==> src/rtl/gate_boy_pkg.sv <==
// Shared types and constants for the ALU controller slice: widths, opcode and
// register index encodings, flag bit positions, post-boot register values, FSM states.
package gate_boy_pkg;

    localparam int DATA_WIDTH   = 8;
    localparam int OPCODE_WIDTH = 4;

    typedef enum logic [2:0] {
        OP_ADD = 3'd0,
        OP_ADC = 3'd1,
        OP_SUB = 3'd2,
        OP_SBC = 3'd3,
        OP_AND = 3'd4,
        OP_XOR = 3'd5,
        OP_OR  = 3'd6,
        OP_CP  = 3'd7
    } alu_op_e;

    // Slot 6 doubles as the F storage slot inside the register file.
    typedef enum logic [2:0] {
        REG_B   = 3'd0,
        REG_C   = 3'd1,
        REG_D   = 3'd2,
        REG_E   = 3'd3,
        REG_H   = 3'd4,
        REG_L   = 3'd5,
        REG_IMM = 3'd6,
        REG_A   = 3'd7
    } reg_idx_e;

    localparam int FLAG_Z = 7;
    localparam int FLAG_N = 6;
    localparam int FLAG_H = 5;
    localparam int FLAG_C = 4;

    localparam logic [DATA_WIDTH-1:0] REG_RESET_A = 8'h01;
    localparam logic [DATA_WIDTH-1:0] REG_RESET_F = 8'hB0;
    localparam logic [DATA_WIDTH-1:0] REG_RESET_B = 8'h00;
    localparam logic [DATA_WIDTH-1:0] REG_RESET_C = 8'h13;
    localparam logic [DATA_WIDTH-1:0] REG_RESET_D = 8'h00;
    localparam logic [DATA_WIDTH-1:0] REG_RESET_E = 8'hD8;
    localparam logic [DATA_WIDTH-1:0] REG_RESET_H = 8'h01;
    localparam logic [DATA_WIDTH-1:0] REG_RESET_L = 8'h4D;

    typedef enum logic [1:0] {
        ST_IDLE = 2'd0,
        ST_READ = 2'd1,
        ST_EXEC = 2'd2,
        ST_WB   = 2'd3
    } alu_ctrl_state_e;

endpackage

==> src/rtl/gb_regfile.sv <==
// 8-bit register file (A,F,B,C,D,E,H,L) with an external load port and an ALU writeback port.
// ALU_CTRL_DBG_EN adds a second combinational read port (index 6 reads F).
module gb_regfile
    import gate_boy_pkg::*;
(
    input  logic                  clk,
    input  logic                  rst_n,
    input  logic                  ext_we,
    input  reg_idx_e              ext_idx,
    input  logic [DATA_WIDTH-1:0] ext_data,
    input  logic                  wb_we,
    input  logic                  wb_write_a,
    input  logic [DATA_WIDTH-1:0] wb_a,
    input  logic [3:0]            wb_flags,
    input  reg_idx_e              rd_idx,
    output logic [DATA_WIDTH-1:0] rd_data,
    output logic [DATA_WIDTH-1:0] reg_a,
    output logic                  flag_c
`ifdef ALU_CTRL_DBG_EN
    ,
    input  reg_idx_e              dbg_idx,
    output logic [DATA_WIDTH-1:0] dbg_data
`endif
);

    logic [DATA_WIDTH-1:0] regs [8];

    // External writes and writeback are never active together (IDLE vs WB),
    // so their order here carries no priority meaning.
    always_ff @(posedge clk) begin
        if (!rst_n) begin
            regs[REG_B]   <= REG_RESET_B;
            regs[REG_C]   <= REG_RESET_C;
            regs[REG_D]   <= REG_RESET_D;
            regs[REG_E]   <= REG_RESET_E;
            regs[REG_H]   <= REG_RESET_H;
            regs[REG_L]   <= REG_RESET_L;
            regs[REG_IMM] <= REG_RESET_F;
            regs[REG_A]   <= REG_RESET_A;
        end else begin
            if (ext_we && (ext_idx != REG_IMM)) begin
                regs[ext_idx] <= ext_data;
            end
            if (wb_we) begin
                if (wb_write_a) begin
                    regs[REG_A] <= wb_a;
                end
                regs[REG_IMM] <= {wb_flags, 4'b0000};
            end
        end
    end

    assign rd_data = regs[rd_idx];
    assign reg_a   = regs[REG_A];
    assign flag_c  = regs[REG_IMM][FLAG_C];

`ifdef ALU_CTRL_DBG_EN
    assign dbg_data = regs[dbg_idx];
`endif

endmodule

==> src/rtl/alu_ctrl.sv <==
// ALU initiator: accepts decoded ALU instructions and sequences READ -> EXEC -> WB.
// Optional register read-back port enabled by ALU_CTRL_DBG_EN.
module alu_ctrl
    import gate_boy_pkg::*;
#(
    parameter int ALU_LATENCY = 1
) (
    input  logic                    clk,
    input  logic                    rst_n,
    input  logic                    instr_valid,
    output logic                    instr_ready,
    input  logic [2:0]              instr_op,
    input  logic [2:0]              instr_src,
    input  logic [DATA_WIDTH-1:0]   instr_imm,
    input  logic                    reg_wr_en,
    input  logic [2:0]              reg_wr_idx,
    input  logic [DATA_WIDTH-1:0]   reg_wr_data,
    output logic [DATA_WIDTH-1:0]   alu_operand_a,
    output logic [DATA_WIDTH-1:0]   alu_operand_b,
    output logic [OPCODE_WIDTH-1:0] alu_opcode,
    output logic                    alu_carry_in,
    input  logic [DATA_WIDTH-1:0]   alu_result,
    input  logic [3:0]              alu_flags,
    output logic                    done,
    output alu_ctrl_state_e         state_dbg
`ifdef ALU_CTRL_DBG_EN
    ,
    input  logic [2:0]              dbg_sel,
    output logic [DATA_WIDTH-1:0]   dbg_data
`endif
);

    // Handshake: an instruction transfers on a rising clk edge where
    // instr_valid && instr_ready; fields must stay stable until then.

    localparam logic [1:0] LAT_INIT = 2'(ALU_LATENCY - 1);

    alu_ctrl_state_e       state, state_nxt;
    alu_op_e               op_q;
    reg_idx_e              src_q;
    logic [DATA_WIDTH-1:0] imm_q;
    logic [1:0]            lat_cnt;
    logic                  accept;
    logic                  wb_we;
    logic [DATA_WIDTH-1:0] rd_data;
    logic [DATA_WIDTH-1:0] reg_a;
    logic                  flag_c;
    logic [DATA_WIDTH-1:0] src_val;

    assign instr_ready = (state == ST_IDLE) && rst_n;
    assign accept      = instr_valid && instr_ready;
    assign src_val     = (src_q == REG_IMM) ? imm_q : rd_data;
    assign state_dbg   = state;

    gb_regfile u_rf (
        .clk        (clk),
        .rst_n      (rst_n),
        .ext_we     (reg_wr_en && (state == ST_IDLE)),
        .ext_idx    (reg_idx_e'(reg_wr_idx)),
        .ext_data   (reg_wr_data),
        .wb_we      (wb_we),
        .wb_write_a (op_q != OP_CP),
        .wb_a       (alu_result),
        .wb_flags   (alu_flags),
        .rd_idx     (src_q),
        .rd_data    (rd_data),
        .reg_a      (reg_a),
        .flag_c     (flag_c)
`ifdef ALU_CTRL_DBG_EN
        ,
        .dbg_idx    (reg_idx_e'(dbg_sel)),
        .dbg_data   (dbg_data)
`endif
    );

    always_ff @(posedge clk) begin
        if (!rst_n) begin
            state         <= ST_IDLE;
            op_q          <= OP_ADD;
            src_q         <= REG_B;
            imm_q         <= '0;
            lat_cnt       <= '0;
            alu_operand_a <= '0;
            alu_operand_b <= '0;
            alu_opcode    <= '0;
            alu_carry_in  <= 1'b0;
        end else begin
            state <= state_nxt;
            if (accept) begin
                op_q  <= alu_op_e'(instr_op);
                src_q <= reg_idx_e'(instr_src);
                imm_q <= instr_imm;
            end
            // Operands are captured once per instruction and held until the next READ.
            if (state == ST_READ) begin
                alu_operand_a <= reg_a;
                alu_operand_b <= src_val;
                alu_opcode    <= {{(OPCODE_WIDTH-3){1'b0}}, op_q};
                alu_carry_in  <= flag_c;
                lat_cnt       <= LAT_INIT;
            end else if ((state == ST_EXEC) && (lat_cnt != 2'd0)) begin
                lat_cnt <= lat_cnt - 2'd1;
            end
        end
    end

    always_comb begin
        state_nxt = state;
        wb_we     = 1'b0;
        done      = 1'b0;
        case (state)
            ST_IDLE: if (accept) state_nxt = ST_READ;
            ST_READ: state_nxt = ST_EXEC;
            ST_EXEC: if (lat_cnt == 2'd0) state_nxt = ST_WB;
            ST_WB: begin
                wb_we     = rst_n;
                done      = rst_n;
                state_nxt = ST_IDLE;
            end
            default: state_nxt = ST_IDLE;
        endcase
    end

endmodule

==> config.mk <==
export PLATFORM = sky130hd
export DESIGN_NAME = alu_ctrl
export DESIGN_NICKNAME = d
export VERILOG_FILES = /design/src/rtl/gate_boy_pkg.sv /design/src/rtl/gb_regfile.sv /design/src/rtl/alu_ctrl.sv
export SDC_FILE = /design/constraint.sdc
export NUM_CORES = 1
export LEC_CHECK = 0
export ABC_AREA = 1
export CAP_MARGIN = 20
export CORE_ASPECT_RATIO = 1.75
export CORE_UTILIZATION = 43
export DETAILED_ROUTE_END_ITERATION = 8
export GPL_TIMING_DRIVEN = 0
export PLACE_DENSITY = 0.68
export SLEW_MARGIN = 40
export SYNTH_ARGS = -nofsm -noshare
export SYNTH_HDL_FRONTEND = slang
export SYNTH_SLANG_ARGS = --single-unit
==> constraint.sdc <==
create_clock -name clk -period 1.8 [get_ports clk]
set_clock_uncertainty 0.1 [all_clocks]
set_input_delay 0.18 -clock clk [delete_from_list [all_inputs] [get_ports clk]]
set_output_delay 0.18 -clock clk [all_outputs]
set_load 0.01 [all_outputs]
==> results.json <==
{
  "status": "completed",
  "p_comb_frac": 0.267,
  "critical_path_arrival_ns": 1.71,
  "maxCapViolCount": 0,
  "grt_max_degree": 19,
  "path_max_fanout": 9,
  "layout_common_cells": "nand2_1, inv_1, edfxtp_1, clkdlybuf4s50_1, nand3_1",
  "max_freq_mhz": 566,
  "cts_buffer_depth": 2,
  "rsz0062_at_grt": "true",
  "final_antenna_net_count": 0,
  "reg2reg_slack_ns": 0.03,
  "antenna_found_initial": 0,
  "finalNetCount": 672,
  "crit_end": "u_rf.regs[0][7]$_SDFFCE_PN0P_",
  "num_antenna_cells": 0,
  "timing.slew.headroom": 0.557,
  "grt_pass1_wl_um": 18200,
  "rows": 50,
  "switching_share": 0.300,
  "syn_to_final_growth_pct": 30.6,
  "hold_path_depth": 3,
  "cts_sinks": 105,
  "start_util": 0.440,
  "r2r_end": "u_rf.regs[0][7]$_SDFFCE_PN0P_",
  "hold_ws_ns": 0.0775,
  "ys_ff_latch": 105,
  "hp-class": "primary input to flip-flop",
  "fin_crit_ns": 1.77,
  "die_y_um": 140,
  "grt_pass1_vias": 3956,
  "synth_ff_type": "edfxtp_1",
  "wl_per_cell_um": 15.6,
  "cts_buffers": 9,
  "clk_pin_slew_ns": 0.07,
  "die_x_um": 80.8,
  "leakage_nw": 2.55,
  "drtIter0Drc": 233,
  "pwr-share-seq": 0.428,
  "rr_startpoint": "state_dbg[0]$_SDFFE_PN0P_",
  "synth_edf_count": 64,
  "dieArea_um2": 11300,
  "stdcell_area_um2": 6110,
  "htreeDepth": 3,
  "vias": 3833,
  "cp.required_ns": 1.74,
  "drv_slew": 0,
  "power.internal_mw": 4.85,
  "period_share": 0.981,
  "netlist_area_um2": 4680,
  "yosysWarnings": 0,
  "layout_commonest_cell": "nand2_1",
  "synth-async-reset-ratio": 0,
  "clk_latency_ns": 0.34,
  "ir_drop_uv": 653,
  "drive_gt1_frac": 0.119,
  "ys_types": 24,
  "switchingPower_mw": 2.08,
  "cp-start-kind": "flip-flop",
  "worstSetupPathType": "flip-flop to flip-flop",
  "gp_congestion": 0.869,
  "core_region_area_um2": 10600,
  "dpl-instance-area_um2": 5540,
  "grt-ovfl-total": 0,
  "routed_wirelength_um": 11900,
  "grt_use_total": 0.219,
  "worst_slew_pin_slew_ns": 0.664,
  "portBuffers": 63,
  "io_pins": 66,
  "viasPerCell": 5.04,
  "cts_root_buf": "clkbuf_16",
  "ff2ff_path_depth": 9,
  "ys_seq_area_frac": 0.586,
  "pwr_density_cell_nw_per_um2": 1140,
  "worstSetupEndpointType": "flip-flop",
  "dpl.hpwl_um": 8960,
  "setup-violations-final": 0,
  "synthCells": 538,
  "cts_tree": "done",
  "power.share.clock": 0.306,
  "hold_buffers": 0,
  "cp-startpoint": "state_dbg[0]$_SDFFE_PN0P_",
  "route.detailed.drc": 0,
  "first_pass_iters": 6,
  "syn_area_per_cell_um2": 8.70,
  "hold_viol_final": 0
}
power groups by stage:
stage,clock [mW],sequential [mW],combinational [mW]
after floorplan,0,3.05,0.894
after global placement,0,3.02,1.58
after detailed placement,0,3.03,1.62
after CTS,2.13,2.97,1.74
after global routing,2.21,3.00,2.04
final,2.12,2.97,1.85
layer usage:
layer,vias to the layer above,global-route usage,routed length [um]
li1,1904,-,-
met1,1777,0.205,4120
met2,116,0.403,6690
met3,36,0.0306,417
met4,0,0.174,667
met5,-,0,0
critical path, cell delays in order, from the launching register on:
cell and delay (ns):
dfxtp_4 0.36, inv_4 0.07, ha_4 0.14, nand2_4 0.06, inv_8 0.08, nand2_4 0.05, nor3b_4 0.18, buf_6 0.17
nand2_4 0.10, nand2_4 0.15
cells in the mapped netlist, types with 2 or more instances:
cell type	instances	area share
a21oi_1	22	0.024
buf_2	8	0.0086
buf_4	2	0.0032
clkbuf_1	13	0.010
dfxtp_1	41	0.18
edfxtp_1	64	0.41
ha_1	6	0.016
inv_1	95	0.076
nand2_1	111	0.089
nand2_2	2	0.0027
nand3_1	60	0.064
nand4_1	8	0.011
nor2_1	44	0.035
o21ai_0	39	0.042
o22ai_1	10	0.013
or2_2	5	0.0067
through the flow:
stage / TNS, ns / total power [mW] / cells / setup WS [ns] / util
2_1_floorplan: 0 / 3.94 / 542 / 0.00294 / -
3_3_place_gp: -7.87 / 4.60 / 735 / -0.180 / 0.521
5_1_grt: -0.304 / 7.24 / 760 / -0.0292 / 0.574
4_1_cts: -1.75 / 6.83 / 757 / -0.106 / 0.563
3_5_place_dp: -10.01 / 4.65 / 735 / -0.197 / 0.521
6_report: 0 / 6.94 / 760 / 0.0347 / 0.574
sequential cells by signal, summed over array words and instances, names as in the netlist, named ones only:
signal,flops
op_q,3
alu_opcode,3
src_q,3
state_dbg,2
alu_operand_a,8
lat_cnt,2
alu_operand_b,8
imm_q,8
u_rf.regs,64
alu_carry_in,1
layout make-up:
class,instances,area [um2]
multi-input combinational,316,1670
inverter,97,382
tap,130,163
fill,955,4530
sequential,105,2750
clock inverter,7,103
buffer,23,113
clock buffer,9,225
timing repair buffer,73,711
cell families after synthesis:
kind of cell             count (synthesis)  share of synthesized area
AND/OR/NAND/NOR                        233                      0.216
flip-flops                             105                      0.586
adder cells (fa/ha/maj)                  6                     0.0160
buffers and inverters                  121                      0.101
AO/OA/AOI/OAI                           72                     0.0802
other                                    1                   0.000802
worst min-delay path by stage:
stage	start	endpoint	slack [ns]
floorplan	instr_src[1]	flip-flop	0.23
global placement	imm_q[7]$_SDFFE_PN0P_	imm_q[7]$_SDFFE_PN0P_	0.34
finish	rst_n	imm_q[7]$_SDFFE_PN0P_	0.08
CTS	rst_n	imm_q[7]$_SDFFE_PN0P_	0.05
detailed placement	imm_q[7]$_SDFFE_PN0P_	imm_q[7]$_SDFFE_PN0P_	0.34
global route	rst_n	imm_q[7]$_SDFFE_PN0P_	0.07
timing repair:
item / CTS / global route
pin swaps: 2 / 2
buffers inserted: 6 / 4
gates cloned: 0 / 0
gates resized for setup: 22 / 31
endpoints found under the setup margin: 78 / 95
(Power assumes the default switching activity.)
